$ cat src/rtl/noc_pkg.sv
// Shared NoC types: flow-control mode, packet state and flit preamble decoding.
package noc_pkg;

  typedef enum logic {
    kFlowControlAckNack,
    kFlowControlCreditBased
  } noc_flow_control_t;

  localparam int unsigned PortQueueDepth = 4;

  typedef struct packed {
    logic head;
    logic tail;
  } preamble_t;

  typedef enum logic {
    kPktIdle,
    kPktBody
  } pkt_state_t;

  // Takes the two flit MSBs, {head, tail}.
  function automatic preamble_t get_preamble(input logic [1:0] msbs);
    return preamble_t'(msbs);
  endfunction

endpackage

$ cat src/rtl/noc_queue_storage.sv
// Depth x DataWidth flit register array with one write port and a combinational read port.
module noc_queue_storage #(
  parameter int unsigned Depth     = 4,
  parameter int unsigned DataWidth = 64,
  parameter int unsigned PtrWidth  = 2
) (
  input  logic                 clk_i,
  input  logic                 wr_en_i,
  input  logic [PtrWidth-1:0]  wr_ptr_i,
  input  logic [DataWidth-1:0] wr_data_i,
  input  logic [PtrWidth-1:0]  rd_ptr_i,
  output logic [DataWidth-1:0] rd_data_o
);

  logic [DataWidth-1:0] mem_q [Depth];

  always_ff @(posedge clk_i) begin
    if (wr_en_i) begin
      mem_q[wr_ptr_i] <= wr_data_i;
    end
  end

  assign rd_data_o = mem_q[rd_ptr_i];

endmodule

$ cat src/rtl/noc_input_port_queue.sv
// Router input-port flit queue with ack/nack or credit flow control and wormhole tracking.
module noc_input_port_queue
  import noc_pkg::*;
#(
  parameter noc_flow_control_t FlowControl = kFlowControlCreditBased,
  parameter int unsigned       DataWidth   = 64,
  parameter int unsigned       Depth       = PortQueueDepth,
  localparam int unsigned      CountWidth  = $clog2(Depth + 1)
) (
  input  logic                  clk,
  input  logic                  rst,
  input  logic [DataWidth-1:0]  data_in,
  input  logic                  data_void_in,
  output logic                  stop_out,
  output logic                  credit_out,
  output logic [DataWidth-1:0]  data_out,
  output logic                  data_void_out,
  input  logic                  stop_in,
  output logic                  in_packet_out,
  output logic [CountWidth-1:0] level_out,
  output logic                  overflow_err_out,
  output logic                  proto_err_out
);

  localparam int unsigned PtrWidth    = (Depth > 1) ? $clog2(Depth) : 1;
  localparam int unsigned PreambleMsb = DataWidth - 1;
  localparam logic        IsCredit    = (FlowControl == kFlowControlCreditBased);

  logic [CountWidth-1:0] count_q, count_d;
  logic [PtrWidth-1:0]   wr_ptr_q, wr_ptr_d, rd_ptr_q, rd_ptr_d;
  pkt_state_t            state_q, state_d;
  logic                  credit_q;
  logic                  overflow_q, overflow_d;
  logic                  proto_q, proto_d;
  logic [DataWidth-1:0]  rd_data;
  preamble_t             pre;
  logic                  full, empty, push_req, wr_en, pop;

  assign full     = (count_q == CountWidth'(Depth));
  assign empty    = (count_q == '0);
  assign push_req = !data_void_in;
  assign wr_en    = push_req && !full;
  assign pop      = !empty && !stop_in;
  assign pre      = get_preamble(rd_data[PreambleMsb -: 2]);

  noc_queue_storage #(
    .Depth     (Depth),
    .DataWidth (DataWidth),
    .PtrWidth  (PtrWidth)
  ) u_storage (
    .clk_i     (clk),
    .wr_en_i   (wr_en),
    .wr_ptr_i  (wr_ptr_q),
    .wr_data_i (data_in),
    .rd_ptr_i  (rd_ptr_q),
    .rd_data_o (rd_data)
  );

  always_comb begin
    count_d    = count_q;
    wr_ptr_d   = wr_ptr_q;
    rd_ptr_d   = rd_ptr_q;
    overflow_d = overflow_q;
    if (wr_en) begin
      wr_ptr_d = (wr_ptr_q == PtrWidth'(Depth - 1)) ? '0 : wr_ptr_q + PtrWidth'(1);
    end
    if (pop) begin
      rd_ptr_d = (rd_ptr_q == PtrWidth'(Depth - 1)) ? '0 : rd_ptr_q + PtrWidth'(1);
    end
    case ({wr_en, pop})
      2'b10:   count_d = count_q + CountWidth'(1);
      2'b01:   count_d = count_q - CountWidth'(1);
      default: count_d = count_q;
    endcase
    // In credit mode a flit arriving while full is lost, even if a pop frees a slot.
    if (IsCredit && push_req && full) begin
      overflow_d = 1'b1;
    end
  end

  always_comb begin
    state_d = state_q;
    proto_d = proto_q;
    if (pop) begin
      unique case (state_q)
        kPktIdle: begin
          if (pre.head && !pre.tail) begin
            state_d = kPktBody;
          end else if (!pre.head) begin
            proto_d = 1'b1;
          end
        end
        kPktBody: begin
          if (pre.head) begin
            proto_d = 1'b1;
          end else if (pre.tail) begin
            state_d = kPktIdle;
          end
        end
      endcase
    end
  end

  always_ff @(posedge clk or negedge rst) begin
    if (!rst) begin
      count_q    <= '0;
      wr_ptr_q   <= '0;
      rd_ptr_q   <= '0;
      state_q    <= kPktIdle;
      credit_q   <= 1'b0;
      overflow_q <= 1'b0;
      proto_q    <= 1'b0;
    end else begin
      count_q    <= count_d;
      wr_ptr_q   <= wr_ptr_d;
      rd_ptr_q   <= rd_ptr_d;
      state_q    <= state_d;
      credit_q   <= IsCredit && pop;
      overflow_q <= overflow_d;
      proto_q    <= proto_d;
    end
  end

  assign stop_out         = !IsCredit && full;
  assign credit_out       = credit_q;
  assign data_out         = rd_data;
  assign data_void_out    = empty;
  assign in_packet_out    = (state_q == kPktBody);
  assign level_out        = count_q;
  assign overflow_err_out = overflow_q;
  assign proto_err_out    = proto_q;

endmodule
$ cat config.mk
export PLATFORM = sky130hd
export DESIGN_NAME = noc_input_port_queue
export DESIGN_NICKNAME = d
export VERILOG_FILES = /design/src/rtl/noc_pkg.sv /design/src/rtl/noc_queue_storage.sv /design/src/rtl/noc_input_port_queue.sv
export SDC_FILE = /design/constraint.sdc
export NUM_CORES = 1
export LEC_CHECK = 0
export CAP_MARGIN = 20
export CORE_UTILIZATION = 54
export DETAILED_ROUTE_END_ITERATION = 10
export PLACE_DENSITY = 0.79
export SLEW_MARGIN = 30
export SYNTH_ARGS = -nofsm -noshare
export SYNTH_HDL_FRONTEND = slang
export SYNTH_HIERARCHICAL = 1
export SYNTH_SLANG_ARGS = --single-unit
$ cat constraint.sdc
create_clock -name clk -period 8.65 [get_ports clk]
set_clock_uncertainty 0.15 [all_clocks]
set_input_delay 1.73 -clock clk [delete_from_list [all_inputs] [get_ports clk]]
set_output_delay 1.73 -clock clk [all_outputs]
set_load 0.02 [all_outputs]
* After elaboration in Yosys (flattened, before gate mapping)
Memories as Yosys holds them, arrays and structs flattened. Index checks and enable logic that the tools add are counted.
Storage, ports and cells: bits in registers 11, logic and storage cells 46, memory bits (writable) 256, input port bits 68, memories kept 1
Cells by class: bitwise logic cells 1, equal/unequal tests 8, multiplexer cells 13, add/subtract/negate cells 4, reduce and logical (&&, ||, !) cells 12
Memories:
- u_storage.mem_q | words 4, bits a word 64, read ports 1, clocked after Yosys merged registers in 0, write ports 1, line noc_queue_storage.sv:15 | logic [DataWidth-1:0] mem_q [Depth];
Operators by type and width (count):
- 2-to-1 mux 1 bit | 8
- == test 2 bit, second input constant | 3
- one-hot mux 3 bit (2 select lines) | 1
- logical NOT 1 bit | 5
- adder 2 x 1 -> 2 bit, second input constant | 2
- logical AND 1 bit | 4
- 2-to-1 mux 2 bit | 2
- != test 2 bit, second input constant | 2
- one-hot mux 1 bit (2 select lines) | 2
- AND reduction 4 bit | 1
- adder 3 x 1 -> 3 bit, second input constant | 1
- == test 3 bit, second input constant | 1
- logical NOT 3 bit | 1
- subtractor 3 x 1 -> 3 bit, second input constant | 1
- == test 2 x 1 -> 1 bit, second input constant | 1
- != test 2 x 1 -> 1 bit, second input constant | 1
- nonzero test 2 bit | 1
- NOT 1 bit | 1

* Longest topological paths before layout
Gate-level depths: netlist (run 1).
depth after elaboration 5, gate-level depth with buffers 9

* Modules after synthesis
Netlist (run 1), hierarchy kept.
Modules (own cells, without submodules):
- noc_queue_storage | cells each 338, area each 9341.5 um2, times used 1
- noc_input_port_queue | cells each 45, area each 554.3 um2, times used 1

* Worst setup path after synthesis (run 1)
No wires, ideal clock.
kind input -> register, start point in data_void_in, end point mem u_storage.mem_q[0][0], enable pin, setup slack 1.268 ns, arrival 6.654 ns, stages on the path 2, library setup time 0.578 ns, path through a21oi_2 > nor3b_1
Between the ends: word-level cells in the longest chain between the ends 4
RTL lines:
- start: declaration | line noc_input_port_queue.sv:13 | input logic data_void_in,
- logical NOT 1 bit | line noc_input_port_queue.sv:41 | assign push_req = !data_void_in;
- logical AND 1 bit | line noc_input_port_queue.sv:42 | assign wr_en = push_req && !full;
- 2-to-1 mux 1 bit | line noc_queue_storage.sv:18 | if (wr_en_i) begin
- 2-to-1 mux 1 bit (not written as such) | line noc_queue_storage.sv:19 | mem_q[wr_ptr_i] <= wr_data_i;
- end: declaration | line noc_queue_storage.sv:15
Every way passes these cells.

* Worst setup path after layout (run 1)
start point reg rd_ptr_q[0], end point out data_out[1]
Between the ends: word-level cells in the longest chain between the ends 1
RTL lines:
- start: declaration | line noc_input_port_queue.sv:30 | logic [PtrWidth-1:0] wr_ptr_q, wr_ptr_d, rd_ptr_q, rd_ptr_d;
- start signal: assignment | line noc_input_port_queue.sv:116 | rd_ptr_q <= rd_ptr_d;
- memory read (4 x 64 bit)
- end: declaration | line noc_input_port_queue.sv:16 | output logic [DataWidth-1:0] data_out,
Every way passes these cells.

==> impl_metrics.toml, run 1 <==
[clock_tree]
cts_resized = 0
clk_pin_slew_ps = 60
cts_buffer_depth = 3
cts_tree = "done"
post-cts-setup-buffers = 0
cts_inserted_buffers = 27
cts_sinks = 267
clock_latency_ps = 520
cts_htree_levels = 1
holdBufCountCts = 0
cts_root_buf = "clkbuf_16"

[yosys]
synth_edf_count = 256
yosysUniqueCellTypes = 32
yosysSeqAreaShare_pct = 80.47
synthesis.area_um2 = 9896
synthArstFlopShare_pct = 4.120
avgSynthCellArea_um2 = 25.84
synth_nets = 455
synth_area_leaders = "edfxtp_1 (78%), mux4_2 (14%), dfrtp_1 (2.8%)"
synth_flop_cell = "edfxtp_1"
synth_largest_area_cell = "edfxtp_1"
postSynthCellCount = 383
synth_seq_cells = 267
synth_top_area_share_pct = 77.68
ys_warn_count = 6

[critical_path]
arrival_ps = 3240
cp.required_ps = 6770
cpPeakStageDelay_ps = 740
crit_family = "buffers and inverters"
cp_num_buf_inv = 2
setup.worst_path.class = "reg2out"
path_cells = "buf_4, mux4_1, clkdlybuf4s50_1"
cp-start-kind = "register"
end_kind = "output port"
worst_path_max_delay_cell = "buf_4"
cp_max_fo = 42

[final_layout]
fin_nets = 614
diodes = 0
layout-drive-gt1-share_pct = 21.17
area_delta_synth_final_pct = 25.03

[power_and_ir_drop]
leakagePower_nw = 4.033
vdd_ir_drop_max_mv = 0.2263
power_density_nw_per_um2 = 360.2

[timing]
setup_viol = 0
min_period_ps = 5118
worst_pin_slew_ps = 956.7
worst_slack_ps = 3532
final_max_slew_viol_count = 0
max_freq_mhz = 195.4
min_period_over_period_pct = 59.17
rsz0062_at_grt = "no"
timing_hold_violations_final = 0
finalSetupTns_ps = 0
hold_ws_ps = 314.4
relSlewSlack_pct = 36.22

[placed_design]
io_buffers = 139
pre_cts_ws_ps = 3961
place_congestion = 0.6895
dpl.hpwl_um = 10230

[worst_hold_path]
hold_path.class = "reg2reg"

[drt]
drt_iter0_drc = 298
routed_wirelength_um = 17110
route.detailed.drc = 0
viasPerCell = 5.617
wire_per_inst_um = 21.63
vias = 4443
ant_nets = 0
dr.pass1.iters = 4

[grt]
grt_overflow = 0
track_usage_pct = 18.95
grt_pass1_wl_um = 26230
antenna_found_initial = 0
grt_max_degree = 67
grt_pass1_vias = 4745

[die]
die_w_um = 137.4
initial_core_util_pct = 55.09
die_y_um = 137.4
fp.dieArea_um2 = 18870
io_pins = 141
core_area_um2 = 17960
rows = 49

[job]
maxCapViolations = 0

[status]
outcome = "finished clean"
[routing by layer]
metal  up-vias  global-route usage [%]  routed length, um
met1      2312                   25.51               6760
li1       1952                       -                  -
met3        28                   3.900               1105
met5         -                       0                  0
met2       151                   31.85               8904
met4         0                   4.945                340
[cell usage after synthesis (2+ instances only)]
cell / instances
xnor2_1: 2
xor2_1: 2
mux2_1: 2
mux4_1: 4
mux4_2: 60
dfrtp_1: 11
mux2_4: 2
nand2_1: 2
nor2_1: 3
buf_2: 6
edfxtp_1: 256
buf_12: 6
inv_1: 5
and3b_1: 2
ha_1: 3
[final cells by class]
cell class	instances	area (um2)
Timing Repair Buffer	145	1474
Tap cell	229	286.5
Clock inverter	21	186.4
Multi-Input combinational cell	96	1758
Clock buffer	28	679.4
Inverter	5	18.77
Sequential cell	267	7970
Fill cell	1090	5590
[worst register-to-register path, cell delays in order, from the launching register on]
cell and delay [ps]:
dfrtp_1 500, nor2_2 100, a21oi_2 320, and3b_4 660
buf_12 310
[sequential cells by signal (all words and copies together) (netlist names)]
name,cells
proto_err_out,1
credit_out,1
wr_ptr_q,2
level_out,3
in_packet_out,1
rd_ptr_q,2
u_storage/mem_q,256
overflow_err_out,1
[worst paths after layout]
check                               from                      to  slack, ps  cells past startpoint
setup reg to reg            level_out[0]  u_storage/mem_q[2][29]       6280                      4
hold / removal             proto_err_out           proto_err_out        310                      1
max in group asynchronous            rst             rd_ptr_q[1]       6560                      1
hold reg to reg            proto_err_out           proto_err_out        310                      1
min in group asynchronous            rst           proto_err_out       1400                      1
setup / recovery             rd_ptr_q[0]             data_out[1]       3530                      3
[stage by stage]
stage          std cells  utilization, %  power [mW]  area [um2]
2_1_floorplan        383               -       2.803        9896
3_3_place_gp         739           63.73       3.340       11450
3_5_place_dp         742           64.06       3.392       11510
4_1_cts              791           68.88       4.521       12370
5_1_grt              791           68.88       4.653       12370
6_report             791           68.88       4.457       12370
[cell families (layout without fill, tap and decap cells)]
| logic type | count (synthesis) | after routing | share of synthesized area, % |
|---|---|---|---|
| multiplexers | 68 | 68 | 15.25 |
| buffers and inverters | 20 | 199 | 1.947 |
| AND/OR/NAND/NOR | 13 | 13 | 0.8979 |
| flip-flops | 267 | 267 | 80.47 |
| adder cells (fa/ha/maj) | 4 | 4 | 0.5817 |
| XOR/XNOR | 4 | 4 | 0.3541 |
| other | 1 | 1 | 0.03790 |
| AO/OA/AOI/OAI | 6 | 6 | 0.4679 |
[placed cells by master (no fill, tap or decap), types with 2 or more instances in the layout]
cell type / netlist / layout
clkinv_2: 0 / 6
xnor2_1: 2 / 2
clkinvlp_4: 0 / 3
buf_4: 1 / 3
inv_6: 0 / 2
and3b_4: 0 / 2
xor2_1: 2 / 2
buf_12: 6 / 3
mux4_2: 60 / 60
clkinv_1: 0 / 7
nor2_1: 3 / 3
dfrtp_4: 0 / 2
nand2_1: 2 / 2
dfrtp_1: 11 / 9
ha_1: 3 / 3
clkbuf_16: 0 / 27
mux2_4: 2 / 2
inv_1: 5 / 5
bufinv_16: 0 / 3
mux4_1: 4 / 4
clkdlybuf4s50_1: 0 / 139
mux2_1: 2 / 2
edfxtp_1: 256 / 256
[power by group]
group,total [mW],switching (mW),internal [mW]
Combinational,1.46,0.702,0.756
Clock,1.12,0.461,0.659
Sequential,1.88,0.171,1.71
Note: power is estimated with default switching activity, not from simulation.
==> inputs of run 2 (changes only) <==
==> constraint.sdc (replaced) <==
create_clock -name clk -period 4.8 [get_ports clk]
set_clock_uncertainty 0.15 [all_clocks]
set_input_delay 0.96 -clock clk [delete_from_list [all_inputs] [get_ports clk]]
set_output_delay 0.96 -clock clk [all_outputs]
set_load 0.02 [all_outputs]
==> run 2 against run 1 <==
  * Final area rose by 0.41%
  * Sequential share of layout area fell by 0.27 points
  * Flip-flop and latch count did not move
  * Cell count fell by 0.13%
  * Largest cell class unchanged
  * Die area did not move
  * Critical endpoint is now data_out[17]
  * Critical path depth did not move
  * Global-route usage rose by 0.27 points
  * Register-to-register slack got worse by 3900 ps
  * Worst hold slack got worse by 12 ps
  * Wire length rose by 2.5%
  * Largest power group unchanged
  * Critical path type unchanged
  * Power rose by 82%
  * Sequential power rose by 77%
==> impl_metrics.toml, run 2 (synthesis gave the netlist of run 1 again) <==
[drt]
ant_nets = 0
route.detailed.drc = 0
vias = 4439
top_layer = "met4"
m1WireLength_um = 6977
viasPerCell = 5.619
dr.pass1.iters = 4
wire_per_inst_um = 22.21
routed_wirelength_um = 17550
wl_met3_um = 947
drt_iter0_drc = 243
wl_met2_um = 9161

[final_layout]
largest-register = "u_storage/mem_q"
final_cell_mix = "edfxtp_1 (256), clkdlybuf4s50_1 (139), mux4_2 (60)"
fillerInstances = 1081
final_common_cell = "edfxtp_1"
multiInputGateArea_um2 = 1764
seqCellArea_um2 = 7970
largest_reg_flops = 256
diodes = 0
area_delta_synth_final_pct = 25.55
fin_nets = 615
layout-drive-gt1-share_pct = 20.86

[clock_tree]
clock_latency_ps = 520
cts_htree_levels = 1
cts_tree = "done"
cts_resized = 0
post-cts-setup-buffers = 0
clk_pin_slew_ps = 60
holdBufCountCts = 0
cts_inserted_buffers = 26
cts_sinks = 267
cts_buffer_depth = 3
cts_root_buf = "clkbuf_16"

[grt]
track_usage_pct = 19.23
grt_max_degree = 67
grt_pass1_wl_um = 26640
antenna_found_initial = 0
grt_overflow = 0
grt_pass1_vias = 4673

[placed_design]
io_buffers = 139
dpl.hpwl_um = 9907
place_congestion = 0.7260

[worst_hold_path]
min_from = "proto_err_out"
hold_path.class = "reg2reg"

[critical_path]
path_cells = "buf_4, mux4_2, clkdlybuf4s50_1"
cp-start-kind = "register"
end_kind = "output port"
cp.required_ps = 3690
cpPeakStageDelay_ps = 830
setup.worst_path.class = "reg2out"
crit_start = "rd_ptr_q[0]"
arrival_ps = 2940
cp_max_fo = 32
rr_startpoint = "level_out[0]"
worst_path_max_delay_cell = "dfrtp_4"

[timing]
min_period_over_period_pct = 84.38
finalSetupTns_ps = 0
relSlewSlack_pct = 59.48
hold_ws_ps = 302.3
min_period_ps = 4050
max_freq_mhz = 246.9
timing_hold_violations_final = 0
final_max_slew_viol_count = 0
worst_pin_slew_ps = 607.8
rsz0062_at_grt = "no"
setup_viol = 0

[power_and_ir_drop]
leakagePower_nw = 4.056
vdd_ir_drop_max_mv = 0.3826
comb_power_share_pct = 33.9
pwr-share-seq_pct = 41.1
switching_share_pct = 29.60
p_clk_share_pct = 25.0
net-switching-power_mw = 2.397
p_int_mw = 5.701
power_density_nw_per_um2 = 651.8

[die]
rows = 49
io_pins = 141
die_y_um = 137.4
die_w_um = 137.4
initial_core_util_pct = 55.09
core_area_um2 = 17960
fp.dieArea_um2 = 18870

[status]
outcome = "finished clean"

[job]
maxCapViolations = 0
run 2: changes by cell type in the layout (fill, tap and decap cells not counted):
cell / previous run / this run
clkbuf_1: 1 / 6
clkinv_1: 7 / 3
clkbuf_8: 0 / 3
clkinv_2: 6 / 3
clkinvlp_4: 3 / 1
inv_6: 2 / 0
buf_12: 3 / 4
buf_16: 0 / 1
nor3b_2: 1 / 0
nor3b_4: 0 / 1
run 2: layout make-up:
cell class / count / area share (%)
flip-flops and latches: 267 / 64.15
multi-input cells: 96 / 14.20
repair buffers: 147 / 12.25
clock buffers: 36 / 5.952
well taps: 229 / 2.306
clock inverters: 10 / 0.9970
inverters: 5 / 0.1511
run 2: power groups by stage:
stage                     clock network (mW)  registers [mW]  logic, mW
after floorplan                            0            3.26       1.78
after global placement                     0            3.43       2.60
final                                   2.03            3.33       2.74
after global routing                    2.15            3.38       2.92
after detailed placement                   0            3.46       2.66
after CTS                               2.07            3.43       2.68
run 2: per-stage QoR:
step	instances	area (um2)	total power [mW]	utilization, %	worst slack (ps)
after CTS	788	12380	8.178	68.90	660.5
after detailed placement	742	11510	6.125	64.09	1241
final	790	12420	8.099	69.16	749.6
after global placement	740	11470	6.030	63.87	1273
after global routing	790	12420	8.455	69.16	552.4
after floorplan	383	9901	5.044	-	471.0
run 2: metal layers:
layer,GRT usage [%],vias up
met5,0,-
met4,5.922,0
met3,4.047,31
met2,32.74,135
met1,24.99,2315
li1,-,1958
run 2: path summary, 6_finish.rpt:
check | endpoint | slack, ps | cells past startpoint
setup / recovery | data_out[17] | 750 | 3
hold / removal | proto_err_out | 300 | 1
setup reg to reg | u_storage/mem_q[0][42] | 2340 | 4
hold reg to reg | proto_err_out | 300 | 1
max in group asynchronous | rd_ptr_q[1] | 3460 | 1
min in group asynchronous | overflow_err_out | 640 | 1
run 2: worst max-delay path, delay by kind of cell (launching register included):
kind     cells  cell delay [ps]
flops        1              830
mux          1              570
buf+inv      2             1010
